File: config.mk
export PLATFORM = sky130hd
export DESIGN_NAME = pwm_gen
export DESIGN_NICKNAME = d
export VERILOG_FILES = /design/src/rtl/esc_pkg.sv /design/src/rtl/pwm_leg_dt.sv /design/src/rtl/pwm_gen.sv
export SDC_FILE = /design/constraint.sdc
export NUM_CORES = 1
export LEC_CHECK = 0
export CORE_MARGIN = 2
export CORE_UTILIZATION = 50
export DETAILED_ROUTE_END_ITERATION = 7
export GPL_TIMING_DRIVEN = 0
export PLACE_DENSITY = 0.79
export REMOVE_ABC_BUFFERS = 1
export SETUP_SLACK_MARGIN = 0.3
export SYNTH_ARGS = -nofsm -noshare
export SYNTH_HDL_FRONTEND = slang
export SYNTH_HIERARCHICAL = 1
export SYNTH_SLANG_ARGS = --single-unit
File: constraint.sdc
create_clock -name clk_ctrl -period 3.8 [get_ports clk_ctrl]
set_clock_uncertainty 0.05 [all_clocks]
set_input_delay 0.57 -clock clk_ctrl [delete_from_list [all_inputs] [get_ports clk_ctrl]]
set_output_delay 0.57 -clock clk_ctrl [all_outputs]
set_load 0.02 [all_outputs]
File: src/rtl/esc_pkg.sv
// rtl/esc_pkg.sv - shared PWM timebase constants, leg state encoding and duty clamp helper
package esc_pkg;

    localparam int PWM_TICKS = 4096;
    localparam int CTR_W     = 12;

    typedef enum logic [2:0] {
        SAFE    = 3'd0,
        LO_ON   = 3'd1,
        DT_RISE = 3'd2,
        HI_ON   = 3'd3,
        DT_FALL = 3'd4
    } leg_st_t;

    // Saturate a duty request so the high side never exceeds dmax ticks.
    function automatic logic [CTR_W-1:0] clamp_duty(input logic [CTR_W-1:0] d,
                                                    input logic [CTR_W-1:0] dmax);
        return (d > dmax) ? dmax : d;
    endfunction

endpackage

File: src/rtl/pwm_leg_dt.sv
// rtl/pwm_leg_dt.sv - one half-bridge leg FSM with dead-time counter and registered gate drives
module pwm_leg_dt
    import esc_pkg::*;
#(
    parameter int DEADTIME = 8
) (
    input  logic clk_ctrl,
    input  logic rst_ctrl,
    input  logic cmd,
    input  logic kill,
    output logic gate_h,
    output logic gate_l
);

    localparam logic [7:0] DT_LOAD = 8'(DEADTIME);

    leg_st_t    state_q, state_d;
    logic [7:0] cnt_q, cnt_d;
    logic       gate_h_q, gate_l_q;

    // Next-state: kill wins over everything; dead intervals last DT_LOAD cycles.
    always_comb begin
        state_d = state_q;
        cnt_d   = cnt_q;
        if (kill) begin
            state_d = SAFE;
            cnt_d   = '0;
        end else begin
            case (state_q)
                SAFE: begin
                    state_d = DT_FALL;
                    cnt_d   = DT_LOAD;
                end
                LO_ON: begin
                    if (cmd) begin
                        state_d = DT_RISE;
                        cnt_d   = DT_LOAD;
                    end
                end
                DT_RISE: begin
                    if (!cmd) begin
                        // high side never turned on, so the low side may return at once
                        state_d = LO_ON;
                        cnt_d   = '0;
                    end else if (cnt_q <= 8'd1) begin
                        state_d = HI_ON;
                        cnt_d   = '0;
                    end else begin
                        cnt_d = cnt_q - 8'd1;
                    end
                end
                HI_ON: begin
                    if (!cmd) begin
                        state_d = DT_FALL;
                        cnt_d   = DT_LOAD;
                    end
                end
                DT_FALL: begin
                    // always completes, even if cmd rose again meanwhile
                    if (cnt_q <= 8'd1) begin
                        state_d = LO_ON;
                        cnt_d   = '0;
                    end else begin
                        cnt_d = cnt_q - 8'd1;
                    end
                end
                default: begin
                    state_d = SAFE;
                    cnt_d   = '0;
                end
            endcase
        end
    end

    // State register plus registered gate decode of the next state.
    always_ff @(posedge clk_ctrl) begin
        if (rst_ctrl) begin
            state_q  <= SAFE;
            cnt_q    <= '0;
            gate_h_q <= 1'b0;
            gate_l_q <= 1'b0;
        end else begin
            state_q  <= state_d;
            cnt_q    <= cnt_d;
            gate_h_q <= (state_d == HI_ON);
            gate_l_q <= (state_d == LO_ON);
        end
    end

    assign gate_h = gate_h_q;
    assign gate_l = gate_l_q;

endmodule

File: src/rtl/pwm_gen.sv
// rtl/pwm_gen.sv - three-phase edge-aligned PWM with double-buffered duties and dead time
module pwm_gen
    import esc_pkg::*;
#(
    parameter int PWM_TICKS = esc_pkg::PWM_TICKS,
    parameter int DEADTIME  = 8,
    parameter int DUTY_MAX  = 4000
) (
    input  logic             clk_ctrl,
    input  logic             rst_ctrl,
    input  logic [CTR_W-1:0] pwm_ctr,
    input  logic             pwm_ctr_en,
    input  logic             fault,
    input  logic [CTR_W-1:0] duty_a,
    input  logic [CTR_W-1:0] duty_b,
    input  logic [CTR_W-1:0] duty_c,
    input  logic             duty_valid,
    output logic             duty_ready,
    output logic             gate_ah,
    output logic             gate_al,
    output logic             gate_bh,
    output logic             gate_bl,
    output logic             gate_ch,
    output logic             gate_cl,
    output logic             duty_applied,
    output logic             stale_period
);

    localparam logic [CTR_W-1:0] DMAX     = CTR_W'(DUTY_MAX);
    localparam logic [CTR_W-1:0] CTR_LAST = CTR_W'(PWM_TICKS - 1);

    logic [CTR_W-1:0]            ctr_q;
    logic                        en_q;
    logic                        pend_full_q, pend_full_d;
    logic [2:0][CTR_W-1:0]       pend_q, pend_d;
    logic [2:0][CTR_W-1:0]       act_q, act_d;
    logic                        applied_q, stale_q;
    logic [2:0]                  cmd_q, cmd_d;
    logic [2:0][CTR_W-1:0]       duty_in;
    logic                        xfer;
    logic                        ps;
    logic                        kill;
    logic [2:0]                  gate_h, gate_l;

    assign duty_in    = {duty_c, duty_b, duty_a};
    assign duty_ready = !pend_full_q;
    assign xfer       = duty_valid && duty_ready;
    assign kill       = fault || !pwm_ctr_en;

    // Period start: counter wrapped to 0 from a nonzero count, or timebase just armed.
    assign ps = ((pwm_ctr == '0) && (ctr_q != '0)) || (pwm_ctr_en && !en_q);

    // Pending/active buffering and per-phase compare.
    always_comb begin
        pend_full_d = pend_full_q;
        pend_d      = pend_q;
        act_d       = act_q;
        cmd_d       = '0;
        if (ps && pend_full_q) begin
            act_d       = pend_q;
            pend_full_d = 1'b0;
        end
        if (xfer) begin
            for (int i = 0; i < 3; i++) begin
                pend_d[i] = clamp_duty(duty_in[i], DMAX);
            end
            pend_full_d = 1'b1;
        end
        for (int i = 0; i < 3; i++) begin
            cmd_d[i] = pwm_ctr_en && (pwm_ctr < act_q[i]) && (pwm_ctr <= CTR_LAST);
        end
    end

    // Handshake, buffer, status pulse and compare registers.
    always_ff @(posedge clk_ctrl) begin
        if (rst_ctrl) begin
            ctr_q       <= '0;
            en_q        <= 1'b0;
            pend_full_q <= 1'b0;
            pend_q      <= '0;
            act_q       <= '0;
            applied_q   <= 1'b0;
            stale_q     <= 1'b0;
            cmd_q       <= '0;
        end else begin
            ctr_q       <= pwm_ctr;
            en_q        <= pwm_ctr_en;
            pend_full_q <= pend_full_d;
            pend_q      <= pend_d;
            act_q       <= act_d;
            applied_q   <= ps && pend_full_q;
            stale_q     <= ps && !pend_full_q;
            cmd_q       <= cmd_d;
        end
    end

    for (genvar g = 0; g < 3; g++) begin : g_leg
        pwm_leg_dt #(
            .DEADTIME(DEADTIME)
        ) u_leg (
            .clk_ctrl(clk_ctrl),
            .rst_ctrl(rst_ctrl),
            .cmd     (cmd_q[g]),
            .kill    (kill),
            .gate_h  (gate_h[g]),
            .gate_l  (gate_l[g])
        );
    end

    assign gate_ah      = gate_h[0];
    assign gate_al      = gate_l[0];
    assign gate_bh      = gate_h[1];
    assign gate_bl      = gate_l[1];
    assign gate_ch      = gate_h[2];
    assign gate_cl      = gate_l[2];
    assign duty_applied = applied_q;
    assign stale_period = stale_q;

endmodule

==> flow_summary_export.csv, run 1 <==
group,metric,value,unit
timing,rsz0062_at_grt,"false",
route,dr.pass1.iters,4,
global_routing,grt_start_max_net_pins,60,
placement,placed_area,7200,um2
timing,finalSetupViolCount,0,
synth,yosysTopAreaCell,"dfxtp_1",
die,die_w,118,um
layout,antenna_cells,0,
route,route.detailed.drc,0,
global_routing,grtUsageMet3,0.0480,
layout,nets,860,
clock_tree,cts_root_buffer,"clkbuf_16",
layout,stdcell_area,7870,um2
worst_setup_path,crit_type,"in2reg",
timing,fin_crit,2690,ps
clock_tree,cts_buffer_depth,2,
power_and_ir_drop,ir_drop,0.000357,V
status,outcome,"finished clean",
layout,fillCellCount,1051,
global_routing,grt_most_used_layer,"met2",
synth,syn_area,6480,um2
die,num_rows,41,
worst_setup_path,cp_max_fo,15,
timing,max_freq,372,MHz
worst_setup_path,required,4050,ps
clock_tree,h-tree-depth,4,
global_routing,grt_pass1_wl,24400,um
timing,max_slew_margin,0.399,
global_routing,track_usage,0.214,
die,start_util,0.513,
placement,finalWeightedCongestion,0.825,
synth,synth_seq_cells,130,
die,core,12600,um2
timing,fin_setup_tns,0,ps
synth,synth_flop_cell,"dfxtp_1",
power_and_ir_drop,power_density,457,nW/um2
synth,netlist.area_leader.share,0.402,
global_routing,met1_usage,0.242,
route,routedWlPerCell,15.1,um
worst_hold_path,hold_path_class,"reg2reg",
power_and_ir_drop,p_leak,0.00300,uW
worst_hold_path,holdPathStages,2,
placement,port_buffers,61,
timing,tightest_slew,899,ps
global_routing,grt_pass1_vias,5319,
global_routing,antenna_found_initial,0,
clock_tree,path_clk_slew,60,ps
placement,hpwl,9950,um
die,io_pins,62,
synth,ys_types,61,
synth,syn_area_per_cell,9.10,um2
layout,final_layout_size_suffix_gt1_frac,0.111,
layout,syn2layout_area_growth,21.6,%
worst_setup_path,endpoint_kind,"flip-flop",
layout,final_common_cell,"dfxtp_1",
global_routing,met2_usage,0.388,
synth,synth_edf_count,0,
clock_tree,postCtsHoldBufs,0,
global_routing,grt_remaining_overflow,0,
clock_tree,numCtsBuffers,17,
die,die-area,13900,um2
power_and_ir_drop,p_total,3600,uW
worst_setup_path,cp-start-kind,"primary input",
layout,seqCellArea,2600,um2
route,antenna_left,0,
route,via_per_inst,5.53,
worst_setup_path,reg2reg_depth,6,
synth,netlist_instances,712,
flow_run,maxCapViolCount,0,
clock_tree,post_cts_resize_count,0,
timing,finalCritPeriodShare,0.707,
worst_setup_path,critPathArrivalTime,2930,ps
layout,multi_input_area,3540,um2
clock_tree,cts_sinks,130,
route,drt_wl_total,14400,um
timing,hold_viol,0,
route,num_vias,5271,
route,drt_iter0_drc,252,
timing,slew_viol_final,0,
synth,yosys_warnings,6,
synth,async_reset_ff_frac,0,
die,die-height,118,um
clock_tree,cts_tree,"done",
clock_tree,post_cts_buffers,0,
layout,mostFrequentLayoutCells,"dfxtp_1, nor2_1, nand2_1, clkdlybuf4s50_1, inv_1",
clock_tree,clkLatencyLatePin,420,ps
synth,synth_seq_area_share,0.402,
synth,synth_area_leaders,"dfxtp_1, ha_1, mux2i_1",
==> state kept, by name, indices dropped and copies added, names as in the netlist <==
name and cells:
g_leg.u_leg/gate_h 3, ctr_q 12, en_q 1, stale_period 1, g_leg.u_leg/cnt_q 24, g_leg.u_leg/state_q 9, pend_q 36, act_q 36
g_leg.u_leg/gate_l 3, duty_applied 1, cmd_q 3, pend_full_q 1
==> worst paths after layout <==
path                                          startpoint                 endpoint  slack, ps
worst max-delay path                          pwm_ctr[6]   act_q[15]$_SDFFE_PP0P_       1110
worst min-delay path             pend_q[13]$_SDFFE_PP0P_  pend_q[13]$_SDFFE_PP0P_        410
worst max register to register  pend_full_q$_SDFFE_PP0P_   act_q[15]$_SDFFE_PP0P_       1550
worst min register to register   pend_q[13]$_SDFFE_PP0P_  pend_q[13]$_SDFFE_PP0P_        410
==> cell usage after synthesis (all sizes together), types with 4 or more instances <==
library cell  instances
dfxtp               130
nor2                 87
nand2                61
inv                  46
a21oi                41
ha                   39
mux2i                39
nor2b                23
or3                  18
nor3                 17
o21ai                16
buf                  14
and3                 13
clkbuf               13
nand3                13
a21o                 12
a22oi                12
nor4                 12
nor3b                11
a31oi                 9
and2                  9
or2                   9
nand2b                8
o31ai                 6
o32a                  6
xnor2                 6
a211oi                4
nand4                 4
o21a                  4
o21bai                4
==> logic make-up after synthesis <==
kind of cell	share of synthesized area
buffers and inverters	0.0554
DFF	0.402
and+or+nand+nor	0.255
AOI/OAI and AO/OA	0.140
xor gates and xnor gates	0.0122
muxes	0.0603
adders and majority gates	0.0753
==> critical path, stage by stage <==
cell,delay (ps)
clkdlybuf4s50_1,580
nor4_4,380
nand4_1,190
o32ai_4,500
buf_16,250
buf_8,180
mux2i_1,220
nor2_1,60
==> metal layers <==
layer,up-vias,share of wire
met1,2524,0.42
li1,2603,-
met5,-,0
met3,30,0.038
met4,0,0.022
met2,114,0.52
==> where the power goes <==
group          internal [uW]  switching (uW)
Clock                   1250             587
Sequential              1410            33.3
Combinational            153             166
==> cell type report <==
type                       count  share of cell area
multi-input combinational    508               0.449
sequential                   130               0.331
timing repair buffer          64              0.0852
clock buffer                  23              0.0632
tap                          172              0.0273
inverter                      47              0.0224
clock inverter                 9              0.0221
==> per-stage QoR <==
stage	util	hold slack (ps)	setup slack, ps	cells
final	0.624	406	1110	953
after global routing	0.624	429	985	953
after CTS	0.624	407	1130	953
after detailed placement	0.570	399	722	921
after global placement	0.564	390	-1100	918
after floorplan	-	375	486	685
No activity file was read; power rests on OpenSTA's default activity.
==> run 2, diff against run 1 <==
clock period = 2.8 ns   (was 3.8 ns; I/O delays follow)
==> run 2 against run 1 <==
Compared with the run above:
- clock power rose by 35%
- combinational power rose by 36%
- first-iteration DRC count rose by 12%
- critical endpoint is now g_leg[2].u_leg/cnt_q[5]$_SDFFE_PP0P_
- worst hold slack got worse by 26 ps
- utilization rose by 0.060 points
- sequential share of layout area barely moved
- register-to-register slack got worse by 860 ps
- routed wire length barely moved
- largest cell class unchanged
- total power rose by 36%
- global-route usage barely moved
- final area barely moved
==> flow_summary_export.csv, run 2 (synthesis gave the netlist of run 1 again) <==
group,metric,value,unit
clock_tree,h-tree-depth,4,
route,drt_iter0_drc,283,
placement,hpwl,9950,um
route,antenna_left,0,
route,routedWlPerCell,15.1,um
power_and_ir_drop,p_sw,1070,uW
worst_hold_path,worstHoldStart,"rst_ctrl",
layout,final_layout_size_suffix_gt1_frac,0.113,
power_and_ir_drop,seqPwrFrac,0.401,
power_and_ir_drop,p_int,3820,uW
clock_tree,numCtsBuffers,17,
global_routing,grt_remaining_overflow,0,
timing,fin_ws,492,ps
timing,max_freq,433,MHz
worst_setup_path,r2r_slack,690,ps
die,die-area,13900,um2
die,die_w,118,um
worst_setup_path,endpoint_kind,"flip-flop",
worst_setup_path,crit_type,"in2reg",
die,start_util,0.513,
power_and_ir_drop,swShare,0.218,
die,die-height,118,um
die,io_pins,62,
global_routing,grt_start_max_net_pins,60,
layout,top_regs,"act_q (36), pend_q (36), g_leg.u_leg/cnt_q (24)",
power_and_ir_drop,p_comb_frac,0.089,
global_routing,track_usage,0.215,
route,route.detailed.drc,0,
die,num_rows,41,
layout,nets,861,
clock_tree,cts_sinks,130,
die,core,12600,um2
clock_tree,cts_buffer_depth,2,
power_and_ir_drop,power_density,620,nW/um2
layout,syn2layout_area_growth,21.7,%
worst_hold_path,hold_path_class,"in2reg",
worst_hold_path,holdPathStages,2,
clock_tree,path_clk_slew,60,ps
worst_setup_path,r2r_end,"g_leg[2].u_leg/cnt_q[5]$_SDFFE_PP0P_",
worst_setup_path,crit-reg2reg-launch,"g_leg[2].u_leg/cnt_q[0]$_SDFFE_PP0P_",
power_and_ir_drop,ir_drop,0.000485,V
worst_setup_path,reg2reg_depth,7,
timing,max_slew_margin,0.406,
placement,finalWeightedCongestion,0.825,
timing,finalSetupViolCount,0,
clock_tree,clkLatencyLatePin,410,ps
timing,rsz0062_at_grt,"false",
clock_tree,cts_tree,"done",
power_and_ir_drop,p_leak,0.00301,uW
power_and_ir_drop,p_clk_frac,0.510,
timing,tightest_slew,890,ps
clock_tree,postCtsHoldBufs,0,
worst_setup_path,critPathArrivalTime,2580,ps
timing,fin_setup_tns,0,ps
timing,finalCritPeriodShare,0.824,
global_routing,grt_pass1_vias,5322,
flow_run,maxCapViolCount,0,
worst_setup_path,required,3070,ps
power_and_ir_drop,p_total,4880,uW
placement,dp_worst_setup_slack,-128,ps
route,num_vias,5245,
placement,port_buffers,61,
timing,slew_viol_final,0,
status,outcome,"finished clean",
timing,fin_crit,2310,ps
global_routing,antenna_found_initial,0,
clock_tree,cts_root_buffer,"clkbuf_16",
worst_setup_path,cp-start-kind,"primary input",
worst_hold_path,whs_endpoint,"act_q[21]$_SDFFE_PP0P_",
layout,final_common_cell,"dfxtp_1",
global_routing,grt_pass1_wl,24400,um
route,via_per_inst,5.50,
timing,hold_viol,0,
route,dr.pass1.iters,4,
route,drt_wl_total,14400,um
layout,antenna_cells,0,
layout,mostFrequentLayoutCells,"dfxtp_1, nor2_1, nand2_1, clkdlybuf4s50_1, inv_1",
worst_setup_path,cp_max_fo,18,
-- run 2: cell count changes in the layout (fill, tap and decap cells not counted) --
cell,before,now
buf_4,1,2
-- run 2: final cells by class --
class	instances	area, um2
fill	1049	4740
multi-input combinational	508	3540
sequential	130	2600
timing repair buffer	65	678
clock buffer	23	498
tap	172	215
inverter	47	176
clock inverter	9	174
-- run 2: through the flow --
stage          hold slack, ps  instance area (um2)  std cells  utilization
6_report                  380                 7880        954        0.625
5_1_grt                   395                 7880        954        0.625
4_1_cts                   374                 7880        954        0.624
3_5_place_dp              399                 7200        921        0.570
3_3_place_gp              390                 7120        918        0.564
2_1_floorplan             375                 6290        685            -
-- run 2: how the worst max path moves through the flow --
stage                                   from  cells after the start  slack, ps                                   end
CTS                 pend_full_q$_SDFFE_PP0P_                      4        510               pend_q[28]$_SDFFE_PP0P_
finish                            pwm_ctr_en                      5        490  g_leg[2].u_leg/cnt_q[5]$_SDFFE_PP0P_
global placement                    rst_ctrl                      5      -1950  g_leg[1].u_leg/cnt_q[5]$_SDFFE_PP0P_
detailed placement                pwm_ctr[6]                      8       -130                act_q[17]$_SDFFE_PP0P_
global route                      pwm_ctr_en                      5        380  g_leg[2].u_leg/cnt_q[5]$_SDFFE_PP0P_
floorplan                         pwm_ctr_en                      4       -360                 act_q[0]$_SDFFE_PP0P_
-- run 2: what timing repair did --
item,4_1_cts,5_1_grt
resized for setup,0,0
setup buffers,1,0
endpoints found under the setup margin,3,0
-- run 2: metal layers --
layer  up-vias  global-route usage  wire [um]
met5         -                   0          0
met4         0              0.0828        290
met3        29              0.0480        502
met2       104               0.390       7510
met1      2513               0.243       6070
li1       2599                   -          -
-- run 2: power groups by stage --
stage	Sequential (uW)	Clock [uW]	Combinational, uW
2_1_floorplan	1990	0	234
3_3_place_gp	1990	0	408
3_5_place_dp	2000	0	428
4_1_cts	1960	2510	434
5_1_grt	1970	2600	477
6_report	1960	2490	433
-- run 2: worst max-delay path, cell delays in order --
cell and delay [ps]:
clkdlybuf4s50_1 550, nand2b_1 430, nor4_1 860, a31oi_1 230
o41ai_2 80
